<file path="config.mk">
export PLATFORM = sky130hd
export DESIGN_NAME = ula_seq
export DESIGN_NICKNAME = d
export VERILOG_FILES = /design/src/rtl/ula_pkg.sv /design/src/rtl/ula_seq_divisor.sv /design/src/rtl/ula_seq.sv
export SDC_FILE = /design/constraint.sdc
export NUM_CORES = 1
export LEC_CHECK = 0
export CORE_ASPECT_RATIO = 1.25
export CORE_MARGIN = 5
export CORE_UTILIZATION = 28
export DETAILED_ROUTE_END_ITERATION = 7
export SLEW_MARGIN = 15
export SYNTH_ARGS = -nofsm -noshare
export SYNTH_HDL_FRONTEND = slang
export SYNTH_SLANG_ARGS = --single-unit
export TNS_END_PERCENT = 5
</file>
<file path="constraint.sdc">
create_clock -name clock -period 4.4 [get_ports clock]
set_input_delay 0.44 -clock clock [delete_from_list [all_inputs] [get_ports clock]]
set_output_delay 0.44 -clock clock [all_outputs]
set_load 0.01 [all_outputs]
</file>
<file path="src/rtl/ula_pkg.sv">
// Opcode/funct encoding and FSM state shared by the sequential ALU and its divider step.
package ula_pkg;

    localparam logic [5:0] OP_RTYPE = 6'd0;
    localparam logic [5:0] OP_LOGIC = 6'd1;
    localparam logic [5:0] OP_ADDI  = 6'd2;
    localparam logic [5:0] OP_MOVE  = 6'd3;
    localparam logic [5:0] OP_SLT   = 6'd4;
    localparam logic [5:0] OP_JUMP  = 6'd5;
    localparam logic [5:0] OP_LW    = 6'd6;
    localparam logic [5:0] OP_SW    = 6'd7;
    localparam logic [5:0] OP_LB    = 6'd8;
    localparam logic [5:0] OP_OUT   = 6'd9;
    localparam logic [5:0] OP_BEQ   = 6'd10;
    localparam logic [5:0] OP_BNE   = 6'd11;
    localparam logic [5:0] OP_DIFF  = 6'd13;
    localparam logic [5:0] OP_SBT   = 6'd15;
    localparam logic [5:0] OP_EQUAL = 6'd16;
    localparam logic [5:0] OP_SBTE  = 6'd17;
    localparam logic [5:0] OP_SLTE  = 6'd18;
    localparam logic [5:0] OP_JR    = 6'd19;
    localparam logic [5:0] OP_SUBI  = 6'd20;
    localparam logic [5:0] OP_LWR   = 6'd28;
    localparam logic [5:0] OP_SWR   = 6'd30;
    localparam logic [5:0] OP_LBR   = 6'd31;
    localparam logic [5:0] OP_SB    = 6'd33;

    localparam logic [5:0] F_ADD  = 6'd0;
    localparam logic [5:0] F_SUB  = 6'd1;
    localparam logic [5:0] F_MULT = 6'd2;
    localparam logic [5:0] F_DIV  = 6'd3;
    localparam logic [5:0] F_INC  = 6'd4;
    localparam logic [5:0] F_DEC  = 6'd5;

    localparam logic [5:0] F_AND = 6'd0;
    localparam logic [5:0] F_OR  = 6'd1;
    localparam logic [5:0] F_NOT = 6'd2;
    localparam logic [5:0] F_XOR = 6'd3;

    typedef enum logic [1:0] {
        IDLE = 2'd0,
        ITER = 2'd1,
        FIX  = 2'd2
    } state_t;

endpackage

</file>
<file path="src/rtl/ula_seq_divisor.sv">
// One radix-2 restoring step of the unsigned divider: shifts the next dividend bit
// into the remainder and produces one quotient bit.
module ula_seq_divisor
    import ula_pkg::*;
#(
    parameter int WIDTH = 32
) (
    input  logic [WIDTH-1:0] remainder,
    input  logic [WIDTH-1:0] quotient,
    input  logic [WIDTH-1:0] divisor,
    output logic [WIDTH-1:0] next_remainder,
    output logic [WIDTH-1:0] next_quotient
);

    logic [WIDTH:0] trial;
    logic [WIDTH:0] diff;

    // remainder < divisor always holds, so the top diff bit is a clean borrow flag
    always_comb begin
        trial = {remainder, quotient[WIDTH-1]};
        diff  = trial - {1'b0, divisor};
        if (!diff[WIDTH]) begin
            next_remainder = diff[WIDTH-1:0];
            next_quotient  = {quotient[WIDTH-2:0], 1'b1};
        end else begin
            next_remainder = trial[WIDTH-1:0];
            next_quotient  = {quotient[WIDTH-2:0], 1'b0};
        end
    end

endmodule

</file>
<file path="src/rtl/ula_seq.sv">
// Multi-cycle ALU with valid/ready handshake; MULT is shift-add, DIV is restoring
// shift-subtract and is only built when ULA_SEQ_DIV_EN is defined.
module ula_seq
    import ula_pkg::*;
#(
    parameter int WIDTH = 32
) (
    input  logic                    clock,
    input  logic                    reset,
    input  logic                    in_valid,
    output logic                    in_ready,
    input  logic [5:0]              Opcode,
    input  logic [5:0]              funct,
    input  logic signed [WIDTH-1:0] Dados_1,
    input  logic signed [WIDTH-1:0] Dados_2,
    output logic                    out_valid,
    output logic signed [WIDTH-1:0] Resultado,
    output logic                    Zero,
    output logic                    overflow,
    output logic                    div_zero,
    output logic                    busy
);

    localparam int CNT_W = $clog2(WIDTH) + 1;
    localparam logic signed [WIDTH-1:0] ONE = {{(WIDTH-1){1'b0}}, 1'b1};

    state_t state_q, state_d;
    logic [CNT_W-1:0] cnt_q, cnt_d;
    logic [WIDTH-1:0] acc_q, acc_d, quo_q, quo_d, opa_q, opa_d;
    logic neg_q, neg_d, is_div_q, is_div_d;
    logic signed [WIDTH-1:0] res_q, res_d;
    logic zero_q, zero_d, ovf_q, ovf_d, dz_q, dz_d, vld_q, vld_d;

    logic signed [WIDTH-1:0] sc_res;
    logic sc_zero, sc_ovf, sc_dz, start_iter, start_div;
    logic [WIDTH-1:0] fix_mag;
    logic accept;

    function automatic logic [WIDTH-1:0] mag(input logic [WIDTH-1:0] v);
        return v[WIDTH-1] ? (~v + 1'b1) : v;
    endfunction

    // {overflow, result} of a signed add or subtract
    function automatic logic [WIDTH:0] add_sub(input logic signed [WIDTH-1:0] x,
                                               input logic signed [WIDTH-1:0] y,
                                               input logic sub);
        logic signed [WIDTH-1:0] s;
        logic ovf;
        s = sub ? (x - y) : (x + y);
        if (sub) ovf = (x[WIDTH-1] != y[WIDTH-1]) && (s[WIDTH-1] != x[WIDTH-1]);
        else     ovf = (x[WIDTH-1] == y[WIDTH-1]) && (s[WIDTH-1] != x[WIDTH-1]);
        return {ovf, s};
    endfunction

    assign in_ready  = (state_q == IDLE);
    assign busy      = !in_ready;
    assign accept    = in_valid && in_ready;
    assign out_valid = vld_q;
    assign Resultado = res_q;
    assign Zero      = zero_q;
    assign overflow  = ovf_q;
    assign div_zero  = dz_q;

`ifdef ULA_SEQ_DIV_EN
    logic [WIDTH-1:0] div_rem, div_quo;

    ula_seq_divisor #(.WIDTH(WIDTH)) u_divisor (
        .remainder     (acc_q),
        .quotient      (quo_q),
        .divisor       (opa_q),
        .next_remainder(div_rem),
        .next_quotient (div_quo)
    );
`endif

    always_comb begin
        sc_res     = '0;
        sc_zero    = 1'b0;
        sc_ovf     = 1'b0;
        sc_dz      = 1'b0;
        start_iter = 1'b0;
        start_div  = 1'b0;
        case (Opcode)
            OP_RTYPE: begin
                case (funct)
                    F_ADD:  {sc_ovf, sc_res} = add_sub(Dados_1, Dados_2, 1'b0);
                    F_SUB:  {sc_ovf, sc_res} = add_sub(Dados_1, Dados_2, 1'b1);
                    F_INC:  {sc_ovf, sc_res} = add_sub(Dados_1, ONE, 1'b0);
                    F_DEC:  {sc_ovf, sc_res} = add_sub(Dados_1, ONE, 1'b1);
                    F_MULT: start_iter = 1'b1;
`ifdef ULA_SEQ_DIV_EN
                    F_DIV: begin
                        if (Dados_2 == '0) begin
                            sc_dz = 1'b1;
                        end else begin
                            start_iter = 1'b1;
                            start_div  = 1'b1;
                        end
                    end
`else
                    F_DIV:  sc_dz = 1'b1;
`endif
                    default: ;
                endcase
            end
            OP_LOGIC: begin
                case (funct)
                    F_AND:   sc_res = Dados_1 & Dados_2;
                    F_OR:    sc_res = Dados_1 | Dados_2;
                    F_NOT:   sc_res = ~Dados_1;
                    F_XOR:   sc_res = Dados_1 ^ Dados_2;
                    default: ;
                endcase
            end
            OP_ADDI: {sc_ovf, sc_res} = add_sub(Dados_1, Dados_2, 1'b0);
            OP_SUBI: {sc_ovf, sc_res} = add_sub(Dados_1, Dados_2, 1'b1);
            OP_LW, OP_SW, OP_LB, OP_LWR, OP_SWR, OP_LBR, OP_SB: sc_res = Dados_1 + Dados_2;
            OP_MOVE, OP_OUT: sc_res = Dados_1;
            OP_SLT:   sc_res = (Dados_1 <  Dados_2) ? ONE : '0;
            OP_DIFF:  sc_res = (Dados_1 != Dados_2) ? ONE : '0;
            OP_SBT:   sc_res = (Dados_1 >  Dados_2) ? ONE : '0;
            OP_EQUAL: sc_res = (Dados_1 == Dados_2) ? ONE : '0;
            OP_SBTE:  sc_res = (Dados_1 >= Dados_2) ? ONE : '0;
            OP_SLTE:  sc_res = (Dados_1 <= Dados_2) ? ONE : '0;
            OP_JUMP: begin
                sc_res  = Dados_2;
                sc_zero = 1'b1;
            end
            OP_JR:  sc_zero = 1'b1;
            OP_BEQ: sc_zero = (Dados_1 == Dados_2);
            OP_BNE: sc_zero = (Dados_1 != Dados_2);
            default: ;
        endcase
    end

    always_comb begin
        state_d  = state_q;
        cnt_d    = cnt_q;
        acc_d    = acc_q;
        quo_d    = quo_q;
        opa_d    = opa_q;
        neg_d    = neg_q;
        is_div_d = is_div_q;
        res_d    = res_q;
        zero_d   = zero_q;
        ovf_d    = ovf_q;
        dz_d     = dz_q;
        vld_d    = 1'b0;
        fix_mag  = is_div_q ? quo_q : acc_q;
        case (state_q)
            IDLE: begin
                if (accept && start_iter) begin
                    state_d  = ITER;
                    cnt_d    = CNT_W'(WIDTH - 1);
                    acc_d    = '0;
                    quo_d    = mag(Dados_1);
                    opa_d    = mag(Dados_2);
                    neg_d    = Dados_1[WIDTH-1] ^ Dados_2[WIDTH-1];
                    is_div_d = start_div;
                end else if (accept) begin
                    res_d  = sc_res;
                    zero_d = sc_zero;
                    ovf_d  = sc_ovf;
                    dz_d   = sc_dz;
                    vld_d  = 1'b1;
                end
            end
            ITER: begin
                // quo_q holds the multiplier (MSB first) or the dividend being consumed
`ifdef ULA_SEQ_DIV_EN
                if (is_div_q) begin
                    acc_d = div_rem;
                    quo_d = div_quo;
                end else
`endif
                begin
                    acc_d = {acc_q[WIDTH-2:0], 1'b0} + (quo_q[WIDTH-1] ? opa_q : '0);
                    quo_d = {quo_q[WIDTH-2:0], 1'b0};
                end
                if (cnt_q == '0) begin
                    state_d = FIX;
                end else begin
                    cnt_d = cnt_q - 1'b1;
                end
            end
            FIX: begin
                res_d   = neg_q ? (~fix_mag + 1'b1) : fix_mag;
                zero_d  = 1'b0;
                ovf_d   = 1'b0;
                dz_d    = 1'b0;
                vld_d   = 1'b1;
                state_d = IDLE;
            end
            default: state_d = IDLE;
        endcase
    end

    always_ff @(posedge clock or posedge reset) begin
        if (reset) begin
            state_q  <= IDLE;
            cnt_q    <= '0;
            acc_q    <= '0;
            quo_q    <= '0;
            opa_q    <= '0;
            neg_q    <= 1'b0;
            is_div_q <= 1'b0;
            res_q    <= '0;
            zero_q   <= 1'b0;
            ovf_q    <= 1'b0;
            dz_q     <= 1'b0;
            vld_q    <= 1'b0;
        end else begin
            state_q  <= state_d;
            cnt_q    <= cnt_d;
            acc_q    <= acc_d;
            quo_q    <= quo_d;
            opa_q    <= opa_d;
            neg_q    <= neg_d;
            is_div_q <= is_div_d;
            res_q    <= res_d;
            zero_q   <= zero_d;
            ovf_q    <= ovf_d;
            dz_q     <= dz_d;
            vld_q    <= vld_d;
        end
    end

endmodule

</file>
Word-level counts from Yosys, hierarchy flattened
Index checks and enable logic that the tools add are counted.
{"block": "word_totals", "register_bits": 141, "latch_bits": 0, "mem_bits_rw": 0, "rom_bits": 0, "in_bits": 79, "output_inout_bits": 38, "wordCells": 141, "memories": 0}
{"block": "op_classes", "n_addsub": 9, "multipliers": 0, "div_mod_pow": 0, "magnitude_cmp": 4, "eq_ne": 42, "shifts": 0, "muxes": 45, "bitwise": 9, "reduce_logical": 21}
{"cell": "32-bit case mux with 12 select lines", "count": 1}
{"cell": "32-bit two-way mux", "count": 8}
{"cell": "32-bit case mux with 4 select lines", "count": 2}
{"cell": "32-bit case mux with 2 select lines", "count": 3}
{"cell": "32-bit NOT", "count": 4}
{"cell": "32-bit by 1-bit adder with 32-bit output, second input constant", "count": 3}
{"cell": "32-bit adder", "count": 2}
{"cell": "6-bit by 5-bit == test with 1-bit output, second input constant", "count": 8}
{"cell": "6-bit by 3-bit == test with 1-bit output, second input constant", "count": 6}
{"cell": "6-bit by 4-bit == test with 1-bit output, second input constant", "count": 6}
{"cell": "32-bit by 2-bit adder with 32-bit output, second input constant", "count": 1}
{"cell": "32-bit bitwise AND", "count": 1}
{"cell": "32-bit == test", "count": 1}
{"cell": "32-bit >= comparator", "count": 1}
{"cell": "32-bit greater-than comparator", "count": 1}
{"cell": "32-bit <= comparator", "count": 1}
{"cell": "32-bit < comparator", "count": 1}
{"cell": "32-bit != test", "count": 1}
{"cell": "32-bit OR", "count": 1}
{"cell": "32-bit by 2-bit subtractor with 32-bit output, second input constant", "count": 1}
{"cell": "32-bit subtractor", "count": 1}
{"cell": "32-bit XOR", "count": 1}
{"cell": "6-bit by 2-bit == test with 1-bit output, second input constant", "count": 4}
{"cell": "6-bit zero test", "count": 3}
{"cell": "27 further kinds", "count": 68}

Depth between registers and ports, before layout
{"block": "logic_depth", "word_depth": 8, "depth_mapped": 18, "mapped_depth_nobuf": 17}

Worst setup path after synthesis
No wires, ideal clock.
{"block": "synth_timing", "kind": "input -> register", "startpoint": "input Dados_1[3]", "endpoint": "register res_q[31], in the netlist Resultado[31]", "setup_time_ps": 128, "arrival_time_ps": 4118, "required_time_ps": 4272, "path_slack_ps": 154, "stages": 18, "n_path_buf": 1, "cell_sequence": "buf_2 or3_1 or3_1 or3_1 or3_1 or3_1 nor3_2 ha_1 nand2_1 o21ai_0 nand2_1 o2111a_1 nand3b_1 or3_1 a31oi_1 mux2i_1 a21oi_1 nor3_1"}
{"block": "synth_via", "elab_chain_len": 6, "word_cells_on_any_way": 9, "cone_classes": "add/sub (4); mux (5)"}
{"element": "start, declared", "line_no": "ula_seq.sv:14", "source": "input logic signed [WIDTH-1:0] Dados_1,"}
{"element": "32-bit by 2-bit subtractor with 32-bit output (tied with other cells)", "line_no": "ula_seq.sv:49", "source": "s = sub ? (x - y) : (x + y);"}
{"element": "32-bit case mux with 4 select lines", "line_no": "ula_seq.sv:85", "source": "case (funct)"}
{"element": "32-bit case mux with 12 select lines (*)", "line_no": "ula_seq.sv:83", "source": "case (Opcode)"}
{"element": "32-bit two-way mux (*)", "line_no": "ula_seq.sv:160", "source": "end else if (accept) begin"}
{"element": "32-bit two-way mux (*)", "line_no": "ula_seq.sv:152", "source": "if (accept && start_iter) begin"}
{"element": "32-bit case mux with 2 select lines (*)", "line_no": "ula_seq.sv:150", "source": "case (state_q)"}
{"element": "end signal, assigned", "line_no": "ula_seq.sv:220", "source": "res_q <= res_d;"}
{"element": "end, declared", "line_no": "ula_seq.sv:31", "source": "logic signed [WIDTH-1:0] res_q, res_d;"}
Every way passes the cells marked *; elsewhere a longest branch is shown, timed or not. The select of a mux whose other input is x is not followed.
A chain may end at the register's enable or synchronous reset.

Worst setup path after layout
{"block": "layout_timing", "startpoint": "input Dados_1[12]", "endpoint": "register res_q[31], in the netlist Resultado[31]"}
The elaborated chain is that of the path after synthesis.

==> flow_summary.json <==
{
  "status": "complete, no violations",
  "max-vdd-ir-drop_mv": 0.2613,
  "synth_top_family_by_area": "compound AO/OA/AOI/OAI gates",
  "vias": 17840,
  "m1WireLength_um": 30470,
  "synth-seq-area-share_pct": 21.59,
  "ant_nets": 0,
  "path_clk_slew_ps": 70,
  "dp_hpwl_um": 56840,
  "max_stage_delay_ps": 530,
  "synth.avg_cell_area_um2": 7.635,
  "layout-drive-gt1-share_pct": 12.33,
  "synth_area_mm2": 0.01634,
  "finalPower_mw": 4.150,
  "place_ws_ps": -520.8,
  "wl_met3_um": 4791,
  "wirelength_um": 72890,
  "r2r_cells": 13,
  "grt_max_degree": 126,
  "synth_edf_count": 0,
  "async_flop_share_pct": 100.0,
  "io_pins": 117,
  "start_util_pct": 28.13,
  "path_cells": "clkdlybuf4s50_1 -> nor4_2 -> buf_4 -> nand4_1 -> or3_4 -> or3_4 -> or3_4 -> nor3_4 -> ha_1 -> nand2_1 -> o21ai_0 -> nand2_1 -> o2111a_1 -> nand3b_1 -> or3_4 -> a31oi_4 -> mux2i_1 -> a21oi_1 -> nor3_1",
  "synth_compound_area_share_pct": 30.39,
  "hold_class": "in2async",
  "gp_congestion": 1.007,
  "cp.required_ps": 4730,
  "drcViolationCount": 0,
  "num_rows": 99,
  "layout_setup_ws_ps": 146.9,
  "gr-total-overflow": 0,
  "cts_root_buffer": "clkbuf_16",
  "cts_buffer_depth": 2,
  "cts_max_level": 4,
  "vias_per_cell": 5.761,
  "cts_made_buffers": 17,
  "relSlewSlack_pct": 36.88,
  "die_h_um": 280.1,
  "nets": 2539,
  "worstPathArrival_ps": 4580,
  "dp.cells": 3059,
  "grt_first_pass_wirelength_um": 109100,
  "drt_first_pass_iters": 8,
  "synth-main-ff-cell": "dfrtp_1",
  "worstSetupStartpointType": "primary input",
  "worst-setup-path-type": "in2reg",
  "area_growth_pct": 23.27,
  "ff2ff_setup_slack_ps": 500,
  "grt_pass1_vias": 17570,
  "worst_setup_path_end_kind": "flip-flop",
  "drv_slew": 0,
  "track_usage_pct": 22.19,
  "netlist_instances": 2140,
  "fin_skew_ps": 16.45,
  "synth_adder_area_share_pct": 10.71,
  "layout_commonest_cell": "o21ai_0",
  "core_region_area_mm2": 0.05809,
  "final_cell_mix": "o21ai_0 (204), buf_4 (190), nand2_1 (171)",
  "wl_met2_um": 34510,
  "synth_mux_area_share_pct": 2.726,
  "drt_iter0_markers": 1722,
  "utilization_pct": 34.67,
  "p_leak_nw": 8.512,
  "highest_layer": "met5",
  "power_density_mw_per_mm2": 206.0,
  "ctsHoldBuffers": 0,
  "crit_fanout": 2,
  "die_area_mm2": 0.06332,
  "timing.rr.end": "acc_q[31]",
  "crit_path_top_delay_cell": "or3_4",
  "rr_startpoint": "quo_q[31]",
  "setup_viol_count_final": 0,
  "cts.sinks": 141,
  "fin_cells": 3096,
  "fmax_mhz": 235.1,
  "synth_xor_xnor_area_share_pct": 8.791,
  "clock_latency_ps": 450,
  "maxCapViolCount": 0,
  "port_buffers": 116,
  "final_hold_viol_count": 0,
  "ys_types": 82,
  "avgRoutedWirePerCell_um": 23.54,
  "synth_nets": 2357,
  "synth_simple_gate_area_share_pct": 19.21,
  "worst_pin_slew_ps": 923.0,
  "yosys_warnings": 0,
  "die_w_um": 226.1,
  "layout_worst_path_cycle_share_pct": 96.66,
  "fin_crit_ps": 4253,
  "antenna_found_initial": 3,
  "ys_seq_elements": 141,
  "cts_tree": "yes",
  "cp_common_cell": "or3_4"
}
==> cell type report <==
cell class	count	area [µm²]
antenna	4	10.01
clock buffer	19	442.9
clock inverter	13	155.1
fill	6066	37950
inverter	136	515.5
multi-input combinational	1714	11830
sequential	141	3528
tap	757	947.2
timing repair buffer	312	2718
==> metrics by stage <==
stage	setup TNS [ps]	area, µm²	hold WS [ps]
final	0	20140	475.6
after global routing	-29.16	20130	503.2
after CTS	0	20070	480.9
after detailed placement	-1557	19460	465.4
after global placement	-1122	19460	459.5
after floorplan	0	16340	442.4
==> worst max-delay path: cells and delay by family <==
family	cells	cell delay (ps)
AND/OR/NAND/NOR	11	2590
adder cells (fa/ha/maj)	1	250
multiplexers	1	90
AO/OA/AOI/OAI	4	600
buffers and inverters	2	600
==> worst max-delay path by stage <==
stage / cells past startpoint / end / slack (ps) / from
2_1_floorplan: 18 / Resultado[31] / 150 / Dados_1[3]
3_3_place_gp: 19 / Resultado[31] / -570 / Dados_1[14]
4_1_cts: 18 / Resultado[31] / 20 / Dados_1[4]
3_5_place_dp: 18 / Resultado[31] / -520 / Dados_1[4]
6_report: 19 / Resultado[31] / 150 / Dados_1[12]
5_1_grt: 16 / Resultado[23] / -20 / Dados_1[5]
==> cells by family (layout without fill, tap and decap cells) <==
group / Yosys count / in the layout
AOI/OAI and AO/OA: 757 / 757
xor gates and xnor gates: 164 / 164
adders and majority gates: 138 / 138
buffers and inverters: 285 / 480
DFF: 141 / 141
muxes: 27 / 27
other: 0 / 4
and+or+nand+nor: 628 / 628
==> power breakdown <==
group	switching, mW	internal (mW)
logic	0.785	0.501
registers	0.00312	1.30
clock network	0.693	0.867
total	1.48	2.67
==> registers in the layout (all words and copies together) (netlist names), 2 cells and up <==
| register | flops |
|---|---|
| acc_q | 32 |
| opa_q | 32 |
| state_q | 2 |
| quo_q | 32 |
| Resultado | 32 |
| cnt_q | 6 |
==> metal layers <==
layer / vias up / global-route usage (%)
met5: - / 0
met4: 2 / 8.872
met3: 145 / 3.485
met2: 769 / 37.01
met1: 8683 / 28.75
li1: 8236 / -
==> Yosys cell counts, drive strengths merged, types with 13 or more instances <==
cell type	number	area (µm²)
a21o	32	240.2
mux2i	13	130.1
inv	134	503.0
mux4	14	315.3
buf	17	71.32
o21ai	211	1060
o31ai	43	322.8
and3	13	81.33
nor4	26	168.9
xor2	32	280.3
ha	135	1689
o41ai	15	157.7
nand4	24	165.2
and2	33	206.5
or3	22	142.6
clkbuf	132	495.5
a221oi	27	236.5
a221o	15	150.1
o21a	18	135.1
a21oi	160	800.8
or4	15	125.1
nand2	171	641.9
a22oi	55	412.9
nor3	54	275.3
nand3	65	325.3
o221ai	24	210.2
dfrtp	141	3528
a31oi	19	118.9
o211ai	18	135.1
nand2b	18	112.6
a211oi	33	247.7
xnor2	132	1156
nor2	136	510.5
o21bai	16	120.1
==> timing repair <==
item / 4_1_cts / 5_1_grt
pin swaps: 0 / 5
endpoints found under the setup margin: 1 / 1
resized for setup: 1 / 11
cloned: 0 / 0
buffers inserted: 0 / 1
(Power assumes the default switching activity.)
==> patch 1, RTL diff (same settings) <==
Change the parameter `WIDTH` from 32 to 16.
--- a/src/rtl/ula_seq.sv
+++ b/src/rtl/ula_seq.sv
@@ -4,5 +4,5 @@
     import ula_pkg::*;
 #(
-    parameter int WIDTH = 32
+    parameter int WIDTH = 16
 ) (
     input  logic                    clock,
Ports: changed (resized Dados_1, Dados_2 and Resultado); port bits go from 117 to 69. No check against the original RTL was run, so the function may have changed too.
==> patch 1 against the unedited design <==
- non-clock buffer count decreased by 192
- total power decreased by 32%
- via count decreased by 50%
- clock power decreased by 51%
- synthesized area decreased by 48%
- combinational power decreased by 11%
- sequential share of layout area increased by 1.4 points
- worst setup slack improved by 0.77 ns
- wire length decreased by 51%
- sequential cell count decreased by 65
- design area decreased by 50%
- largest power group is now combinational cells
==> patch 1: results <==
placement:
  pre_cts_slack_ns: 0.413
  portBuffers: 68
  place_inst: 1551
  placed_area_mm2: 0.00975
  dp_hpwl_um: 27700
synthesis:
  synth_common_cells: "115 x nand2_1, 76 x dfrtp_1, 76 x o21ai_0, 72 x a21oi_1, 72 x ha_1"
  synth_seq_area_share_pct: 22.5
  synth.avg_cell_area_um2: 7.69
  syn-num-nets: 1222
  netlist_top_cells_area: "dfrtp_1 22%, ha_1 11%, xnor2_1 5.7%"
global_routing:
  grt.overflow.total: 0
  grt_pass1_vias: 8973
  antenna_found_initial: 0
  grt_max_degree: 53
  grt_use_total_pct: 21.1
power_and_ir_drop:
  leakagePower_uw: 0.00412
  peakVddDrop_mv: 0.198
timing:
  period_needed_ns: 3.49
  worstMarginPinSlew_ns: 0.968
  whs_ns: 0.469
critical_path:
  cp-startpoint: "Dados_1[3]"
  reg2reg_to: "acc_q[15]"
  critPathArrivalTime_ns: 3.77
  worstPathMaxFanout: 10
  critPathCapture: "overflow"
  reg2regPathDepth: 11
  reg2reg_from: "quo_q[15]"
status:
  status: "finished clean"
final_layout:
  layout-drive-gt1-share_pct: 8.66
  fillers: 3219
  nets: 1283
clock_tree:
  htreeDepth: 3
  numCtsBuffers: 9
  clk_latency_ns: 0.36
  cts_resized: 0
drt:
  drtIter0Drc: 794
  dr.pass1.iters: 5
  routed_via_density: 5.74
  wirelength_um: 36000
  wl_per_cell_um: 23.0
[patch 1: changes by cell type after synthesis, sizes merged, moves of 22 or more]
cell | unedited run | this run
a211oi | 33 | 11
nand3 | 65 | 33
a21oi | 160 | 72
inv | 134 | 61
nor2 | 136 | 71
xnor2 | 132 | 55
a22oi | 55 | 19
o31ai | 43 | 20
clkbuf | 132 | 49
a21o | 32 | 4
o21ai | 211 | 106
dfrtp | 141 | 76
nand2 | 171 | 116
ha | 135 | 72
[patch 1: per-layer routing]
metal	global-route usage, %	vias to the layer above	wire length [um]
li1	-	4151	-
met1	25.5	4331	14300
met2	36.1	387	17400
met3	2.88	124	1980
met4	11.1	0	2260
met5	0	-	0
[patch 1: worst max-delay path: stages]
cell,delay [ns]
clkdlybuf4s50_1,0.66
inv_1,0.15
ha_1,0.51
nor3_1,0.15
a2111oi_4,0.56
nor3_1,0.13
or4b_1,0.54
a21oi_1,0.21
xnor2_1,0.15
nand3_1,0.10
a31oi_1,0.17
[patch 1: where the power goes]
part / leakage, uW / switching [uW] / total (uW) / internal, uW
combinational: 0.00295 / 694 / 1150 / 453
sequential: 0.00103 / 116 / 908 / 792
clock: 0.000144 / 359 / 757 / 398
[patch 1: kinds of logic (layout without fill, tap and decap cells)]
group           Yosys count  in the layout  synth area share (%)
compound gates          362            362                  28.5
xor+xnor                 75             75                  7.76
fa+ha+maj                75             75                  11.4
buf+inv                 131            197                  6.23
flops                    76             76                  22.5
mux                      10             10                  1.18
simple gates            371            371                  22.5
[patch 1: layout make-up]
class	count	area, um^2	area share, %
Multi-Input combinational cell	893	6040	60.2
Timing Repair Buffer	120	1080	10.7
Clock inverter	7	63.8	0.635
Inverter	61	230	2.29
Tap cell	401	502	5.00
Clock buffer	9	225	2.24
Sequential cell	76	1900	18.9
==> patch 2, RTL diff (same flow settings) <==
Made on the original files. Remove the case item `OP_LW, OP_SW, OP_LB, OP_LWR, OP_SWR, OP_LBR, OP_SB` of the case on `Opcode`.
--- a/src/rtl/ula_seq.sv
+++ b/src/rtl/ula_seq.sv
@@ -115,5 +115,4 @@
             OP_ADDI: {sc_ovf, sc_res} = add_sub(Dados_1, Dados_2, 1'b0);
             OP_SUBI: {sc_ovf, sc_res} = add_sub(Dados_1, Dados_2, 1'b1);
-            OP_LW, OP_SW, OP_LB, OP_LWR, OP_SWR, OP_LBR, OP_SB: sc_res = Dados_1 + Dados_2;
             OP_MOVE, OP_OUT: sc_res = Dados_1;
             OP_SLT:   sc_res = (Dados_1 <  Dados_2) ? ONE : '0;
Behaviour: not the same (Yosys sat finds a counterexample within 4 cycles, from zero or initial values and one cycle with reset high).
==> patch 2 against the unedited design <==
- synthesized area up 0.42%
- global-route usage up 0.12 points
- design area down 1.8%
- total power down 0.70%
- sequential cell count unchanged
- fmax up 4.0%
- wire length up 0.63%
- die area up 0.41%
- worst setup slack better by 0.16 ns
==> patch 2: results <==
status:
  status: "finished clean"
drt:
  dr.pass1.iters: 7
  routed_via_density: 5.78
  wirelength_um: 73300
global_routing:
  grt_pass1_vias: 17300
  grt_use_total_pct: 22.3
  grt_pass1_wl_um: 108000
synthesis:
  syn-num-nets: 2356
  netlist-cell-type-count: 103
  synth_common_cells: "215 x nand2_1, 204 x o21ai_0, 156 x nor2_1, 153 x a21oi_1, 142 x ha_1"
  netlist_top_cells_area: "dfrtp_1 22%, ha_1 11%, xnor2_1 6.9%"
  synth.avg_cell_area_um2: 7.70
critical_path:
  critPathArrivalTime_ns: 4.44
  reg2regPathDepth: 14
  worstPathMaxFanout: 10
timing:
  max_slew_margin_pct: 26.0
placement:
  place_inst: 3026
  pre_cts_slack_ns: -0.0159
  dp_hpwl_um: 57400
  place_congestion: 0.994
final_layout:
  nets: 2512
  layout-drive-gt1-share_pct: 11.2
clock_tree:
  clk_latency_ns: 0.48
  cts_resized: 0
power_and_ir_drop:
  peakVddDrop_mv: 0.207
patch 2: power by group:
group / internal (uW) / total, uW / switching, uW / leakage (uW)
clock: 802 / 1530 / 726 / 0.000277
sequential: 1310 / 1320 / 11.5 / 0.00192
combinational: 492 / 1270 / 783 / 0.00617
patch 2: stage by stage:
stage,total power [uW],TNS (ns)
floorplan,2060,0
global placement,2590,-0.0322
detailed placement,2590,-0.0159
CTS,4120,0
global route,4270,0
finish,4120,0
patch 2: area by class of cell:
cell class	count	area (um^2)
clock buffer	18	429
tap	757	947
fill	6211	38400
inverter	123	467
sequential	141	3530
clock inverter	14	155
timing repair buffer	265	2360
multi-input combinational	1740	11900
antenna	1	2.50
patch 2: worst max path at each step:
stage,from,to,slack [ns],cells past startpoint
final,quo_q[31],acc_q[31],0.31,14
after global routing,quo_q[31],acc_q[31],0.09,14
after CTS,quo_q[31],acc_q[31],0.28,14
after detailed placement,Dados_2[1],Resultado[21],-0.02,15
after global placement,Dados_2[1],Resultado[21],-0.02,15
after floorplan,reset,Resultado[0],0.18,1
patch 2: routing by layer:
layer | wire, um | track usage (%) | part of all wire [%]
met1 | 29800 | 28.1 | 41
met2 | 34600 | 37.7 | 47
met3 | 5100 | 3.27 | 7.0
met5 | 13 | 0 | 0.018
met4 | 3810 | 10.2 | 5.2
patch 2: logic make-up (layout without fill, tap and decap cells):
logic type               after synthesis  count (layout)  synth area share [%]
multiplexers                          22              22                  2.30
other                                  0               1                     0
AO/OA/AOI/OAI                        754             754                  30.6
AND/OR/NAND/NOR                      659             659                  19.5
buffers and inverters                251             420                  6.34
adder cells (fa/ha/maj)              145             145                  11.2
flip-flops                           141             141                  21.5
XOR/XNOR                             160             160                  8.54
patch 2: worst max-delay path, cell delays in order, from the launching register on:
cell      delay, ns
dfrtp_1        0.45
and2_1         0.18
ha_1           0.21
fa_1           0.44
a211oi_2       0.25
o211ai_1       0.16
a21oi_1        0.30
o21ai_1        0.18
a211oi_1       0.35
o31ai_1        0.32
a221oi_2       0.37
o21bai_1       0.14
o31ai_1        0.28
mux2i_1        0.24
nand3_1        0.08
